`config.mk`:
```
export PLATFORM = sky130hd
export DESIGN_NAME = time_counter
export DESIGN_NICKNAME = d
export VERILOG_FILES = /design/src/rtl/clock_pkg.sv /design/src/rtl/edge_sync.sv /design/src/rtl/time_counter.sv
export SDC_FILE = /design/constraint.sdc
export NUM_CORES = 1
export LEC_CHECK = 0
export ABC_AREA = 1
export BUFFER_PORTS_ARGS = -buffer_cell sky130_fd_sc_hd__buf_2
export CORE_MARGIN = 2
export CORE_UTILIZATION = 53
export CTS_BUF_LIST = sky130_fd_sc_hd__clkbuf_8
export DETAILED_ROUTE_END_ITERATION = 8
export GPL_TIMING_DRIVEN = 0
export PLACE_DENSITY = 0.94
export SKIP_CTS_REPAIR_TIMING = 1
export SLEW_MARGIN = 0
export SYNTH_ARGS = -nofsm -noshare
export SYNTH_HDL_FRONTEND = slang
export SYNTH_HIERARCHICAL = 1
export SYNTH_SLANG_ARGS = --single-unit
```
`constraint.sdc`:
```
create_clock -name clk_100MHz -period 1.55 [get_ports clk_100MHz]
set_input_delay 0.155 -clock clk_100MHz [delete_from_list [all_inputs] [get_ports clk_100MHz]]
set_output_delay 0.155 -clock clk_100MHz [all_outputs]
set_load 0.005 [all_outputs]
```
`src/rtl/clock_pkg.sv`:
```
// Shared time-of-day widths, default wrap values and the packed h:m:s record
// used by the time counter and the calendar/display blocks downstream.
package clock_pkg;

  localparam int HOUR_W = 5;
  localparam int MIN_W  = 6;
  localparam int SEC_W  = 6;

  localparam int DEF_HOURS_PER_DAY = 24;
  localparam int DEF_MIN_PER_HOUR  = 60;
  localparam int DEF_SEC_PER_MIN   = 60;

  typedef struct packed {
    logic [HOUR_W-1:0] hour;
    logic [MIN_W-1:0]  min;
    logic [SEC_W-1:0]  sec;
  } hms_t;

endpackage

```
`src/rtl/edge_sync.sv`:
```
// Synchronizes an asynchronous level into the clk domain and flags its rising
// edge as a one-cycle pulse. Also intended for the push-button inputs.
module edge_sync #(
  parameter int SYNC_STAGES = 2
) (
  input  logic clk,
  input  logic rst_n,
  input  logic async_i,
  output logic rise_o
);

  logic [SYNC_STAGES-1:0] sync_q;
  logic                   hist_q;

  // NOTE: sequential state uses <= so every flop samples pre-edge values.
  always_ff @(posedge clk or negedge rst_n) begin
    if (!rst_n) begin
      sync_q <= '0;
      hist_q <= 1'b0;
    end else begin
      sync_q <= {sync_q[SYNC_STAGES-2:0], async_i};
      hist_q <= sync_q[SYNC_STAGES-1];
    end
  end

  assign rise_o = sync_q[SYNC_STAGES-1] & ~hist_q;

endmodule

```
`src/rtl/time_counter.sv`:
```
// Time-of-day counter (binary h:m:s) advanced by the synchronized 1 Hz edge,
// with a range-checked load port and a day-rollover pulse for the calendar.
module time_counter
  import clock_pkg::*;
#(
  parameter int SYNC_STAGES   = 2,
  parameter int HOURS_PER_DAY = DEF_HOURS_PER_DAY,
  parameter int SEC_PER_MIN   = DEF_SEC_PER_MIN,
  parameter int MIN_PER_HOUR  = DEF_MIN_PER_HOUR
) (
  input  logic              clk_100MHz,
  input  logic              reset_n,
  input  logic              clk_1Hz,
  input  logic              run,
  input  logic              set_valid,
  input  logic [HOUR_W-1:0] set_hour,
  input  logic [MIN_W-1:0]  set_min,
  input  logic [SEC_W-1:0]  set_sec,
  output logic              set_err,
  output logic [HOUR_W-1:0] hour,
  output logic [MIN_W-1:0]  min,
  output logic [SEC_W-1:0]  sec,
  output logic              sec_tick,
  output logic              day_pulse
);

  hms_t time_q, time_d;
  logic tick_q, tick_d;
  logic day_q, day_d;
  logic err_q, err_d;
  logic rise;
  logic load_ok;
  logic sec_last, min_last, hour_last;

  edge_sync #(.SYNC_STAGES(SYNC_STAGES)) u_sync (
    .clk    (clk_100MHz),
    .rst_n  (reset_n),
    .async_i(clk_1Hz),
    .rise_o (rise)
  );

  assign load_ok   = (32'(set_hour) < 32'(HOURS_PER_DAY)) &&
                     (32'(set_min)  < 32'(MIN_PER_HOUR))  &&
                     (32'(set_sec)  < 32'(SEC_PER_MIN));
  assign sec_last  = (time_q.sec  == SEC_W'(SEC_PER_MIN - 1));
  assign min_last  = (time_q.min  == MIN_W'(MIN_PER_HOUR - 1));
  assign hour_last = (time_q.hour == HOUR_W'(HOURS_PER_DAY - 1));

  // A load request always consumes a coincident tick, accepted or not.
  always_comb begin
    // NOTE: every output of this block gets a default first, so no latches.
    time_d = time_q;
    tick_d = 1'b0;
    day_d  = 1'b0;
    err_d  = 1'b0;
    if (set_valid) begin
      if (load_ok) begin
        time_d = '{hour: set_hour, min: set_min, sec: set_sec};
      end else begin
        err_d = 1'b1;
      end
    end else if (rise && run) begin
      tick_d = 1'b1;
      if (!sec_last) begin
        time_d.sec = time_q.sec + SEC_W'(1);
      end else begin
        time_d.sec = '0;
        if (!min_last) begin
          time_d.min = time_q.min + MIN_W'(1);
        end else begin
          time_d.min = '0;
          if (!hour_last) begin
            time_d.hour = time_q.hour + HOUR_W'(1);
          end else begin
            time_d.hour = '0;
            day_d       = 1'b1;
          end
        end
      end
    end
  end

  // NOTE: the async reset clears every flop, pulses included, so a reset
  // mid-operation drops any tick or load already in flight.
  always_ff @(posedge clk_100MHz or negedge reset_n) begin
    if (!reset_n) begin
      time_q <= '0;
      tick_q <= 1'b0;
      day_q  <= 1'b0;
      err_q  <= 1'b0;
    end else begin
      time_q <= time_d;
      tick_q <= tick_d;
      day_q  <= day_d;
      err_q  <= err_d;
    end
  end

  assign hour      = time_q.hour;
  assign min       = time_q.min;
  assign sec       = time_q.sec;
  assign sec_tick  = tick_q;
  assign day_pulse = day_q;
  assign set_err   = err_q;

endmodule

```
==> impl_metrics.sql, run 1 <==
INSERT INTO impl_metrics (metric_group, metric, value, unit) VALUES
('run_status', 'run_status', 'finished, final reports clean', ''),
('final_layout', 'layout-area-overhead-vs-synth', '25.5', '%'),
('final_layout', 'post-route-cell-area', '1780', 'sq um'),
('global_route', 'overflow', '0', ''),
('routing', 'totalWireLength', '3.42', 'mm'),
('pwr', 'power.share.combinational', '34.1', '%'),
('setup_path', 'r2r_start', 'sec[0]', ''),
('setup_path', 'cp.required', '1.71', 'ns'),
('placement', 'portBuffers', '41', ''),
('pwr', 'power_report.internal_total', '1.19', 'mW'),
('setup_path', 'timing.critical_path.arrival', '1.63', 'ns'),
('sta', 'final_max_slew_viol_count', '0', ''),
('logic_synthesis', 'mappedNetlistNets', '212', ''),
('min_path', 'hold_path_startpoint', 'set_min[0]', ''),
('final_layout', 'layout-drive-gt1-share', '31.0', '%'),
('pwr', 'p_clk_share', '20.7', '%'),
('placement', 'dpl_cell_area', '1660', 'sq um'),
('min_path', 'hold_path_class', 'input port to flip-flop', ''),
('logic_synthesis', 'synth.yosys.warnings', '6', ''),
('cts', 'cts-htree-levels', '1', ''),
('logic_synthesis', 'ys_async_sr_fraction', '100', '%'),
('routing', 'drc_errors', '0', ''),
('global_route', 'grtUsageMet2', '40.1', '%'),
('setup_path', 'r2r.worst_path.cells', '10', ''),
('sta', 'layout_worst_path_cycle_share', '94.9', '%'),
('sta', 'final.min_clock_period', '1.47', 'ns'),
('logic_synthesis', 'post-synth-top-area-fraction', '40.6', '%'),
('logic_synthesis', 'synth_cells', '187', ''),
('floorplan', 'core_area', '2500', 'sq um'),
('cts', 'cts_tree', 'yes', ''),
('pwr', 'power.sequential.fraction', '45.3', '%'),
('logic_synthesis', 'yosysMostFrequentCell', 'sky130_fd_sc_hd__nand2_1', ''),
('logic_synthesis', 'dominantRegCellSynth', 'sky130_fd_sc_hd__dfrtp_1', ''),
('final_layout', 'layoutNonFillerInstCount', '269', ''),
('final_layout', 'multi_input_area', '782', 'sq um'),
('sta', 'setup_violations', '0', ''),
('setup_path', 'worstSetupEndpointType', 'flip-flop', ''),
('routing', 'via_count', '1395', ''),
('pwr', 'switching_power', '668', 'uW'),
('routing', 'postRouteAntennaNets', '0', ''),
('logic_synthesis', 'synth_enable_flop_cells', '0', ''),
('cts', 'tritoncts_buffer_count', '3', ''),
('floorplan', 'floorplan.die_area', '3110', 'sq um'),
('min_path', 'hold_depth', '5', ''),
('floorplan', 'floorplan.initialDensity', '56.8', '%'),
('pwr', 'pleak', '0.977', 'nW'),
('placement', 'place_congestion', '0.809', ''),
('cts', 'tritoncts_num_sinks', '23', ''),
('cts', 'clock_tree.buffer_depth', '2', ''),
('global_route', 'grt_most_used_layer', 'met2', ''),
('setup_path', 'critical_path.max_fanout', '7', ''),
('cts', 'clkTransAtPathRegs', '0.09', 'ns'),
('logic_synthesis', 'synthesis.area', '1420', 'sq um'),
('global_route', 'grt_pass1_wl', '5.61', 'mm'),
('routing', 'drt_iter0_markers', '45', ''),
('logic_synthesis', 'post_synth_main_area_contributors', 'sky130_fd_sc_hd__dfrtp_1 41%, sky130_fd_sc_hd__nand2_1 23%, sky130_fd_sc_hd__nand3_1 5.3%', ''),
('sta', 'clock.fmax', '680', 'MHz'),
('pwr', 'vdd_ir_drop_max', '0.000663', 'V'),
('global_route', 'grt_max_degree', '24', ''),
('setup_path', 'worst_setup_path_startpoint', 'sec[0]', ''),
('final_layout', 'diodes', '0', ''),
('global_route', 'grt_use_total', '22.4', '%'),
('sta', 'timing.clock.skew', '0.00509', 'ns'),
('final_layout', 'fillCellCount', '212', ''),
('job', 'maxCapViolations', '0', ''),
('global_route', 'antenna_violations_before_repair', '0', ''),
('final_layout', 'design.final.nets', '265', ''),
('global_route', 'vias_in_the_first_global_route', '1349', ''),
('pwr', 'power-per-cell-area', '1040', 'nW/um^2'),
('logic_synthesis', 'share_of_synthesized_area_occupied_by_flip_flops_and_latches', '40.6', '%'),
('logic_synthesis', 'syn_area_per_cell', '7.59', 'sq um');
## metal layers
layer	vias up	share of wire (%)
li1	699	-
met1	638	43
met2	52	51
met3	6	5.6
met4	0	1.1
met5	-	0
## kinds of logic (layout without fill, tap and decap cells)
logic type               count (synthesis)  after routing  synth area share (%)
AO/OA/AOI/OAI                           17             17                  6.97
XOR/XNOR                                 7              7                  4.32
adder cells (fa/ha/maj)                  3              3                  2.65
buffers and inverters                   15             67                  5.38
flip-flops                              23             23                  40.6
AND/OR/NAND/NOR                        122            122                  40.1
## power by group through the flow
stage	clock network, mW	registers (mW)	logic [mW]
after CTS	0.378	0.842	0.568
after detailed placement	0	0.853	0.562
after global routing	0.403	0.861	0.718
after global placement	0	0.848	0.543
after floorplan	0	0.843	0.344
final	0.384	0.841	0.633
## worst paths after layout
check                                   end  slack [ns]
hold reg to reg            u_sync/sync_q[1]        0.36
setup reg to reg                    hour[4]        0.08
setup / recovery                    hour[4]        0.08
max in group asynchronous           hour[3]        0.82
hold / removal                       min[0]        0.19
min in group asynchronous            min[3]        0.38
## cell type report
type / instances / area share (%)
multi-input combinational: 149 / 43.9
sequential: 23 / 32.3
timing repair buffer: 48 / 14.8
inverter: 11 / 2.46
clock buffer: 3 / 2.32
tap: 30 / 2.11
buffer: 4 / 1.83
clock inverter: 1 / 0.281
## metrics by stage
stage          worst slack, ns  TNS (ns)  utilization [%]  hold slack (ns)
2_1_floorplan            0.217         0                -           -0.141
6_report                0.0790         0             71.2            0.187
4_1_cts                 0.0323         0             68.3           -0.130
5_1_grt               -0.00553  -0.00553             71.2            0.213
3_3_place_gp            0.0930         0             66.5            0.149
3_5_place_dp            0.0843         0             66.5            0.156
## registers in the layout, indices dropped and copies added, names as in the netlist
name / flops
min: 6
sec: 6
hour: 5
u_sync/sync_q: 2
day_pulse: 1
sec_tick: 1
set_err: 1
u_sync/hist_q: 1
## critical path: stages, from the launching register on
cell and delay (ns):
sky130_fd_sc_hd__dfrtp_1 0.40, sky130_fd_sc_hd__ha_2 0.23, sky130_fd_sc_hd__nand2_1 0.06, sky130_fd_sc_hd__inv_1 0.06, sky130_fd_sc_hd__nand2_2 0.08, sky130_fd_sc_hd__nand2_4 0.12
sky130_fd_sc_hd__inv_4 0.07, sky130_fd_sc_hd__nor2_8 0.13, sky130_fd_sc_hd__nand2_4 0.08, sky130_fd_sc_hd__nand2_1 0.07, sky130_fd_sc_hd__nand2_1 0.06
## cells in the final DEF (no fill, tap or decap), types with 2 or more instances in the layout
cell                            count
sky130_fd_sc_hd__nand2_1           86
sky130_fd_sc_hd__buf_2             43
sky130_fd_sc_hd__dfrtp_1           23
sky130_fd_sc_hd__nand3_1           14
sky130_fd_sc_hd__o21ai_0           12
sky130_fd_sc_hd__inv_1              9
sky130_fd_sc_hd__buf_4              5
sky130_fd_sc_hd__xnor2_1            4
sky130_fd_sc_hd__nor2_1             3
sky130_fd_sc_hd__nor2_2             3
sky130_fd_sc_hd__nand4_1            3
sky130_fd_sc_hd__nand2_2            3
sky130_fd_sc_hd__nand2_4            3
sky130_fd_sc_hd__xor2_1             3
sky130_fd_sc_hd__clkbuf_8           3
sky130_fd_sc_hd__nand3_2            2
sky130_fd_sc_hd__nor2_4             2
sky130_fd_sc_hd__buf_6              2
sky130_fd_sc_hd__o21ai_1            2
sky130_fd_sc_hd__ha_2               2
sky130_fd_sc_hd__dlygate4sd3_1      2
(Power assumes the default switching activity.)
==> inputs of run 2 (changes only) <==
ABC_AREA = default   (was 1)
GPL_TIMING_DRIVEN = default   (was 0)
HOLD_SLACK_MARGIN = 0.15   (was default)
==> run 2 against run 1 <==
Register-to-register slack got worse by 0.13 ns. Non-clock buffer count grew 13. Largest power group is now combinational logic. Synthesized cell count is 26% lower. Area after synthesis is 2.6% lower. The flow now finishes with violations (setup timing).
==> impl_metrics.sql, run 2 <==
INSERT INTO impl_metrics (metric_group, metric, value, unit) VALUES
('routing', 'routed_len_inst', '17.7', 'um'),
('setup_path', 'timing.critical_path.arrival', '1.77', 'ns'),
('logic_synthesis', 'post_synth_and_or_nand_nor_area_fraction', '23.0', '%'),
('sta', 'final.min_clock_period', '1.60', 'ns'),
('logic_synthesis', 'area_fraction_in_compound_gates_after_synthesis', '21.0', '%'),
('final_layout', 'mostFrequentLayoutCell', 'sky130_fd_sc_hd__buf_2', ''),
('logic_synthesis', 'synth.mux.area_fraction', '5.25', '%'),
('setup_path', 'cp.required', '1.72', 'ns'),
('final_layout', 'final_cell_mix', '41 x sky130_fd_sc_hd__buf_2, 23 x sky130_fd_sc_hd__dfrtp_1, 21 x sky130_fd_sc_hd__buf_4', ''),
('pwr', 'power-per-cell-area', '1140', 'nW/um^2'),
('final_layout', 'diodes', '0', ''),
('global_route', 'antenna_violations_before_repair', '0', ''),
('cts', 'cts_root_buffer_type', 'sky130_fd_sc_hd__clkbuf_8', ''),
('placement', 'detailedPlacementHpwl', '2.88', 'mm'),
('sta', 'totalNegativeSetupSlack', '-0.110', 'ns'),
('logic_synthesis', 'synth.yosys.warnings', '6', ''),
('floorplan', 'die-width', '55.1', 'um'),
('global_route', 'grt_use_total', '29.1', '%'),
('logic_synthesis', 'post_synth_main_area_contributors', 'sky130_fd_sc_hd__dfrtp_1 42%, sky130_fd_sc_hd__o22ai_1 3.2%, sky130_fd_sc_hd__ha_1 2.7%', ''),
('floorplan', 'die_height', '55.1', 'um'),
('final_layout', 'layout-area-overhead-vs-synth', '35.9', '%'),
('logic_synthesis', 'mappedNetlistNets', '164', ''),
('logic_synthesis', 'post-synth-top-area-fraction', '41.6', '%'),
('cts', 'tritoncts_num_sinks', '23', ''),
('setup_path', 'path_cells', 'ha_4 -> and4_4 -> nand3_4 -> a21oi_4 -> mux2_4', ''),
('setup_path', 'r2r.worst_path.cells', '5', ''),
('logic_synthesis', 'yosysMostFrequentCell', 'sky130_fd_sc_hd__dfrtp_1', ''),
('logic_synthesis', 'yosys.area_share.adder', '2.71', '%'),
('global_route', 'vias_in_the_first_global_route', '1405', ''),
('floorplan', 'floorplan.die_area', '3030', 'sq um'),
('logic_synthesis', 'syn_area_per_cell', '9.95', 'sq um'),
('routing', 'wl_met2', '2.10', 'mm'),
('logic_synthesis', 'synth_cells', '139', ''),
('routing', 'wirelength_met1', '1.55', 'mm'),
('sta', 'timing.clock.skew', '0.00537', 'ns'),
('sta', 'finalHoldViolations', '0', ''),
('floorplan', 'design.portCount', '42', ''),
('floorplan', 'core_area', '2480', 'sq um'),
('routing', 'highest_layer', 'met4', ''),
('setup_path', 'cpPeakStageDelay', '0.41', 'ns'),
('final_layout', 'layout-drive-gt1-share', '45.8', '%'),
('sta', 'timing_worst_slew_pin_value', '0.542', 'ns'),
('setup_path', 'worst_setup_path_startpoint', 'sec[0]', ''),
('logic_synthesis', 'share_of_synthesized_area_occupied_by_flip_flops_and_latches', '41.6', '%'),
('logic_synthesis', 'netlist_top_cells_count', '23 x sky130_fd_sc_hd__dfrtp_1, 10 x sky130_fd_sc_hd__nand2_1, 9 x sky130_fd_sc_hd__inv_1', ''),
('job', 'maxCapViolations', '0', ''),
('cts', 'clock_tree.buffer_depth', '2', ''),
('logic_synthesis', 'synth_enable_flop_cells', '0', ''),
('logic_synthesis', 'synthesis.area', '1380', 'sq um'),
('routing', 'drc_errors', '0', ''),
('final_layout', 'design.final.nets', '229', ''),
('run_status', 'run_status', 'complete, but fails checks', ''),
('setup_path', 'r2r_start', 'sec[0]', ''),
('routing', 'avgViaCountPerCell', '6.15', ''),
('cts', 'clkTransAtPathRegs', '0.09', 'ns'),
('routing', 'postRouteAntennaNets', '0', ''),
('floorplan', 'floorplan.rows', '18', ''),
('sta', 'clock.fmax', '623', 'MHz'),
('routing', 'met3RoutedLength', '387', 'um'),
('routing', 'drt_iter0_markers', '49', ''),
('logic_synthesis', 'synth_top_family_by_area', 'simple AND/OR/NAND/NOR gates', ''),
('placement', 'dpl_cell_area', '1760', 'sq um'),
('cts', 'clk_latency', '0.27', 'ns'),
('global_route', 'grt_max_degree', '24', ''),
('sta', 'final_max_slew_viol_count', '0', ''),
('setup_path', 'worstSetupEndpointType', 'flip-flop', ''),
('routing', 'drt_pass1_iterations', '5', ''),
('global_route', 'overflow', '0', ''),
('cts', 'cts_tree', 'yes', ''),
('global_route', 'grt_pass1_wl', '6.27', 'mm'),
('setup_path', 'critical_path.max_fanout', '5', ''),
('placement', 'portBuffers', '41', ''),
('logic_synthesis', 'synth-seq-cells', '23', ''),
('logic_synthesis', 'synth.largest_area_cell', 'sky130_fd_sc_hd__dfrtp_1', ''),
('cts', 'cts-htree-levels', '1', ''),
('logic_synthesis', 'yosysUniqueCellTypes', '46', ''),
('sta', 'setup_violations', '3', ''),
('pwr', 'pleak', '0.883', 'nW'),
('setup_path', 'timing.setup.critical_path_class', 'flip-flop to flip-flop', ''),
('logic_synthesis', 'synth-xor-area-share', '0.633', '%'),
('sta', 'rsz0062_at_grt', 'true', ''),
('run_status', 'violated_checks', 'setup timing', ''),
('setup_path', 'timing.critical_path.slowest_stage_cell', 'sky130_fd_sc_hd__dfrtp_1', ''),
('setup_path', 'start_kind', 'flip-flop', ''),
('floorplan', 'floorplan.initialDensity', '55.8', '%'),
('sta', 'layout_worst_path_cycle_share', '104', '%'),
('min_path', 'hold_path_startpoint', 'set_sec[4]', ''),
('placement', 'place_congestion', '0.860', ''),
('sta', 'max_slew_margin', '63.9', '%'),
('pwr', 'vdd_ir_drop_max', '0.000859', 'V'),
('routing', 'totalWireLength', '4.11', 'mm'),
('min_path', 'hold_depth', '3', ''),
('routing', 'via_count', '1433', ''),
('logic_synthesis', 'ys_async_sr_fraction', '100', '%'),
('sta', 'setup_ws', '-0.0543', 'ns'),
('final_layout', 'post-route-cell-area', '1880', 'sq um'),
('logic_synthesis', 'dominantRegCellSynth', 'sky130_fd_sc_hd__dfrtp_1', ''),
('cts', 'tritoncts_buffer_count', '3', ''),
('min_path', 'hold_path_class', 'input port to flip-flop', '');
## run 2: cell count changes after synthesis, sizes merged, moves of 4 or more
cell / change
o22ai: +7
nand2: -82
mux2: +4
nand3: -9
a21oi: +6
nor3: +5
xnor2: -4
o21ai: -9
## run 2: area by class of cell
cell class	instances	area [sq um]
repair buffers	65	394
inverters	10	42.5
multi-input cells	101	781
fillers	173	598
well taps	30	37.5
clock inverters	1	7.51
flip-flops and latches	23	576
clock buffers	3	41.3
## run 2: worst paths after layout
path | end | slack, ns
max | hour[3] | -0.05
min | sec[4] | 0.15
max reg2reg | hour[3] | -0.05
min reg2reg | u_sync/sync_q[1] | 0.36
max in group asynchronous | min[4] | 0.80
min in group asynchronous | sec[5] | 0.38
## run 2: report_power, final
group / leakage (nW) / total [mW] / switching, mW / internal, mW
sequential: 0.275 / 0.844 / 0.126 / 0.718
combinational: 0.587 / 0.891 / 0.428 / 0.462
clock: 0.0217 / 0.400 / 0.217 / 0.183
## run 2: cell families after synthesis
kind of cell | Yosys count
adder cells (fa/ha/maj) | 3
AND/OR/NAND/NOR | 52
buffers and inverters | 15
multiplexers | 6
flip-flops | 23
AO/OA/AOI/OAI | 39
XOR/XNOR | 1
## run 2: metrics by stage
stage          util [%]  worst slack, ns  hold slack (ns)  instances  power [mW]
2_1_floorplan         -          -0.0135           -0.141        139        1.28
3_3_place_gp       70.9           0.0477            0.148        224        1.62
3_5_place_dp       70.9          -0.0230            0.162        224        1.68
4_1_cts            72.9          -0.0217           -0.137        228        2.07
5_1_grt            75.9          -0.0974            0.153        233        2.26
6_report           75.9          -0.0543            0.146        233        2.13
## run 2: routing by layer
| metal | up-vias | global-route usage [%] |
|---|---|---|
| li1 | 656 | - |
| met1 | 663 | 34.6 |
| met2 | 103 | 51.0 |
| met3 | 11 | 5.11 |
| met4 | 0 | 13.4 |
| met5 | - | 0 |
## run 2: critical path, delay by kind of cell (launching register included)
family                   cells  cell delay [ns]
flip-flops                   1             0.41
AO/OA/AOI/OAI                1             0.25
multiplexers                 1             0.32
AND/OR/NAND/NOR              2             0.35
adder cells (fa/ha/maj)      1             0.17
==> inputs of run 3 (changes only) <==
CAP_MARGIN = 20   (was default)
CORE_MARGIN = 3   (was 2)
SLEW_MARGIN = 20   (was 0)
==> run 3 against run 2 <==
The flow still finishes with violations (setup timing). Global-route usage decreased by 4.8 points. First-iteration DRC count increased by 53%. Critical endpoint is now hour[1]. Hold slack improved by 0.019 ns. Total power increased by 0.83%. Register-to-register slack about the same. Sequential share of layout area decreased by 0.42 points. Largest power group unchanged. Die area increased by 7.4%. Largest cell class unchanged. Cell area increased by 1.4%.
==> impl_metrics.sql, run 3 (synthesized netlist as in run 2, its figures left out) <==
INSERT INTO impl_metrics (metric_group, metric, value, unit) VALUES
('cts', 'clk_latency', '0.27', 'ns'),
('final_layout', 'final_cell_mix', '41 x sky130_fd_sc_hd__buf_2, 23 x sky130_fd_sc_hd__dfrtp_1, 22 x sky130_fd_sc_hd__buf_4', ''),
('sta', 'final_max_slew_viol_count', '0', ''),
('routing', 'via_count', '1429', ''),
('cts', 'tritoncts_num_sinks', '23', ''),
('final_layout', 'core_occupancy_in_the_finished_layout', '81.4', '%'),
('pwr', 'vdd_ir_drop_max', '0.000997', 'V'),
('routing', 'drt_iter0_markers', '75', ''),
('routing', 'totalWireLength', '4.06', 'mm'),
('cts', 'cts_root_buffer_type', 'sky130_fd_sc_hd__clkbuf_8', ''),
('floorplan', 'core_area', '2340', 'sq um'),
('placement', 'place_congestion', '0.824', ''),
('pwr', 'power-per-cell-area', '1130', 'nW/um^2'),
('final_layout', 'mostFrequentLayoutCell', 'sky130_fd_sc_hd__buf_2', ''),
('cts', 'tritoncts_buffer_count', '3', ''),
('global_route', 'overflow', '0', ''),
('routing', 'postRouteAntennaNets', '0', ''),
('routing', 'drc_errors', '0', ''),
('run_status', 'violated_checks', 'setup timing', ''),
('sta', 'max_slew_margin', '64.6', '%'),
('sta', 'clock.fmax', '629', 'MHz'),
('pwr', 'power_report.internal_total', '1.39', 'mW'),
('floorplan', 'die_height', '57.1', 'um'),
('placement', 'portBuffers', '41', ''),
('global_route', 'antenna_violations_before_repair', '0', ''),
('final_layout', 'design.final.nets', '232', ''),
('sta', 'rsz0062_at_grt', 'true', ''),
('pwr', 'p_sw_share', '35.4', '%'),
('floorplan', 'floorplan.rows', '17', ''),
('floorplan', 'floorplan.initialDensity', '59.1', '%'),
('final_layout', 'layout-area-overhead-vs-synth', '37.8', '%'),
('floorplan', 'die-width', '57.1', 'um'),
('final_layout', 'diodes', '0', ''),
('global_route', 'grt_use_total', '24.3', '%'),
('global_route', 'grt_max_degree', '24', ''),
('run_status', 'run_status', 'complete, but fails checks', ''),
('final_layout', 'post-route-cell-area', '1910', 'sq um'),
('pwr', 'power.sequential.fraction', '39.6', '%'),
('cts', 'cts-htree-levels', '1', ''),
('final_layout', 'layout-drive-gt1-share', '44.2', '%'),
('routing', 'avgViaCountPerCell', '6.11', ''),
('pwr', 'power.share.combinational', '42.9', '%'),
('floorplan', 'floorplan.die_area', '3260', 'sq um'),
('sta', 'finalHoldViolations', '0', ''),
('setup_path', 'cp.required', '1.71', 'ns'),
('sta', 'layout_worst_path_cycle_share', '103', '%'),
('min_path', 'hold_path_class', 'input port to flip-flop', ''),
('sta', 'setup_ws', '-0.0402', 'ns'),
('setup_path', 'critical_path.max_fanout', '5', ''),
('placement', 'dpl_cell_area', '1740', 'sq um'),
('placement', 'detailedPlacementHpwl', '2.87', 'mm'),
('cts', 'clkTransAtPathRegs', '0.08', 'ns'),
('routing', 'drt_pass1_iterations', '4', ''),
('pwr', 'pleak', '0.909', 'nW'),
('pwr', 'p_clk_share', '17.4', '%'),
('global_route', 'vias_in_the_first_global_route', '1399', ''),
('sta', 'setup_violations', '4', ''),
('sta', 'final.min_clock_period', '1.59', 'ns'),
('cts', 'cts_tree', 'yes', ''),
('setup_path', 'start_kind', 'flip-flop', ''),
('routing', 'routed_len_inst', '17.4', 'um'),
('floorplan', 'design.portCount', '42', ''),
('setup_path', 'timing.setup.critical_path_class', 'flip-flop to flip-flop', ''),
('sta', 'timing.clock.skew', '0.00349', 'ns'),
('cts', 'clock_tree.buffer_depth', '2', ''),
('setup_path', 'timing.critical_path.arrival', '1.75', 'ns'),
('sta', 'timing_worst_slew_pin_value', '0.530', 'ns'),
('pwr', 'switching_power', '763', 'uW'),
('global_route', 'grt_pass1_wl', '6.29', 'mm'),
('job', 'maxCapViolations', '0', ''),
('setup_path', 'worstSetupEndpointType', 'flip-flop', '');
[run 3: metal layers]
metal  vias to the layer above  global-route usage (%)  routed length [um]
li1                        665                       -                   -
met1                       694                    29.2                1630
met2                        61                    42.3                2130
met3                         9                    5.88                 239
met4                         0                    8.61                  65
met5                         -                       0                   0
[run 3: worst max-delay path, stage by stage, from the launching register on]
cell and delay (ns):
sky130_fd_sc_hd__dfrtp_1 0.38, sky130_fd_sc_hd__ha_2 0.19, sky130_fd_sc_hd__and4b_2 0.29, sky130_fd_sc_hd__a21oi_4 0.08
sky130_fd_sc_hd__a21oi_4 0.21, sky130_fd_sc_hd__mux2_4 0.32
[run 3: cell type report]
class                      instances  area (sq um)
fill                             145           434
timing repair buffer              68           422
sequential                        23           576
tap                               28          35.0
clock inverter                     1          3.75
clock buffer                       3          41.3
multi-input combinational        101           786
inverter                          10          42.5
[run 3: through the flow]
step	power [mW]	cells	hold WS (ns)	setup TNS [ns]	setup slack, ns
finish	2.15	234	0.165	-0.107	-0.0402
global route	2.29	234	0.161	-0.432	-0.0957
CTS	2.04	224	-0.137	-0.0706	-0.0361
detailed placement	1.67	220	0.160	-0.0336	-0.0234
global placement	1.60	220	0.146	0	0.0448
floorplan	1.28	139	-0.141	-0.0175	-0.0135
[run 3: power by group through the flow]
stage	clock (mW)	sequential, mW	combinational [mW]
floorplan	0	0.873	0.404
global placement	0	0.841	0.758
detailed placement	0	0.857	0.808
CTS	0.382	0.847	0.813
global route	0.407	0.867	1.01
finish	0.375	0.853	0.924
[run 3: final timing paths]
path | from | end | slack (ns) | cells after the start
setup / recovery | min[0] | hour[1] | -0.04 | 5
hold / removal | set_hour[2] | hour[2] | 0.17 | 2
setup reg to reg | min[0] | hour[1] | -0.04 | 5
hold reg to reg | u_sync/sync_q[0] | u_sync/sync_q[1] | 0.38 | 0
max in group asynchronous | reset_n | sec[5] | 0.80 | 2
min in group asynchronous | reset_n | hour[1] | 0.39 | 2
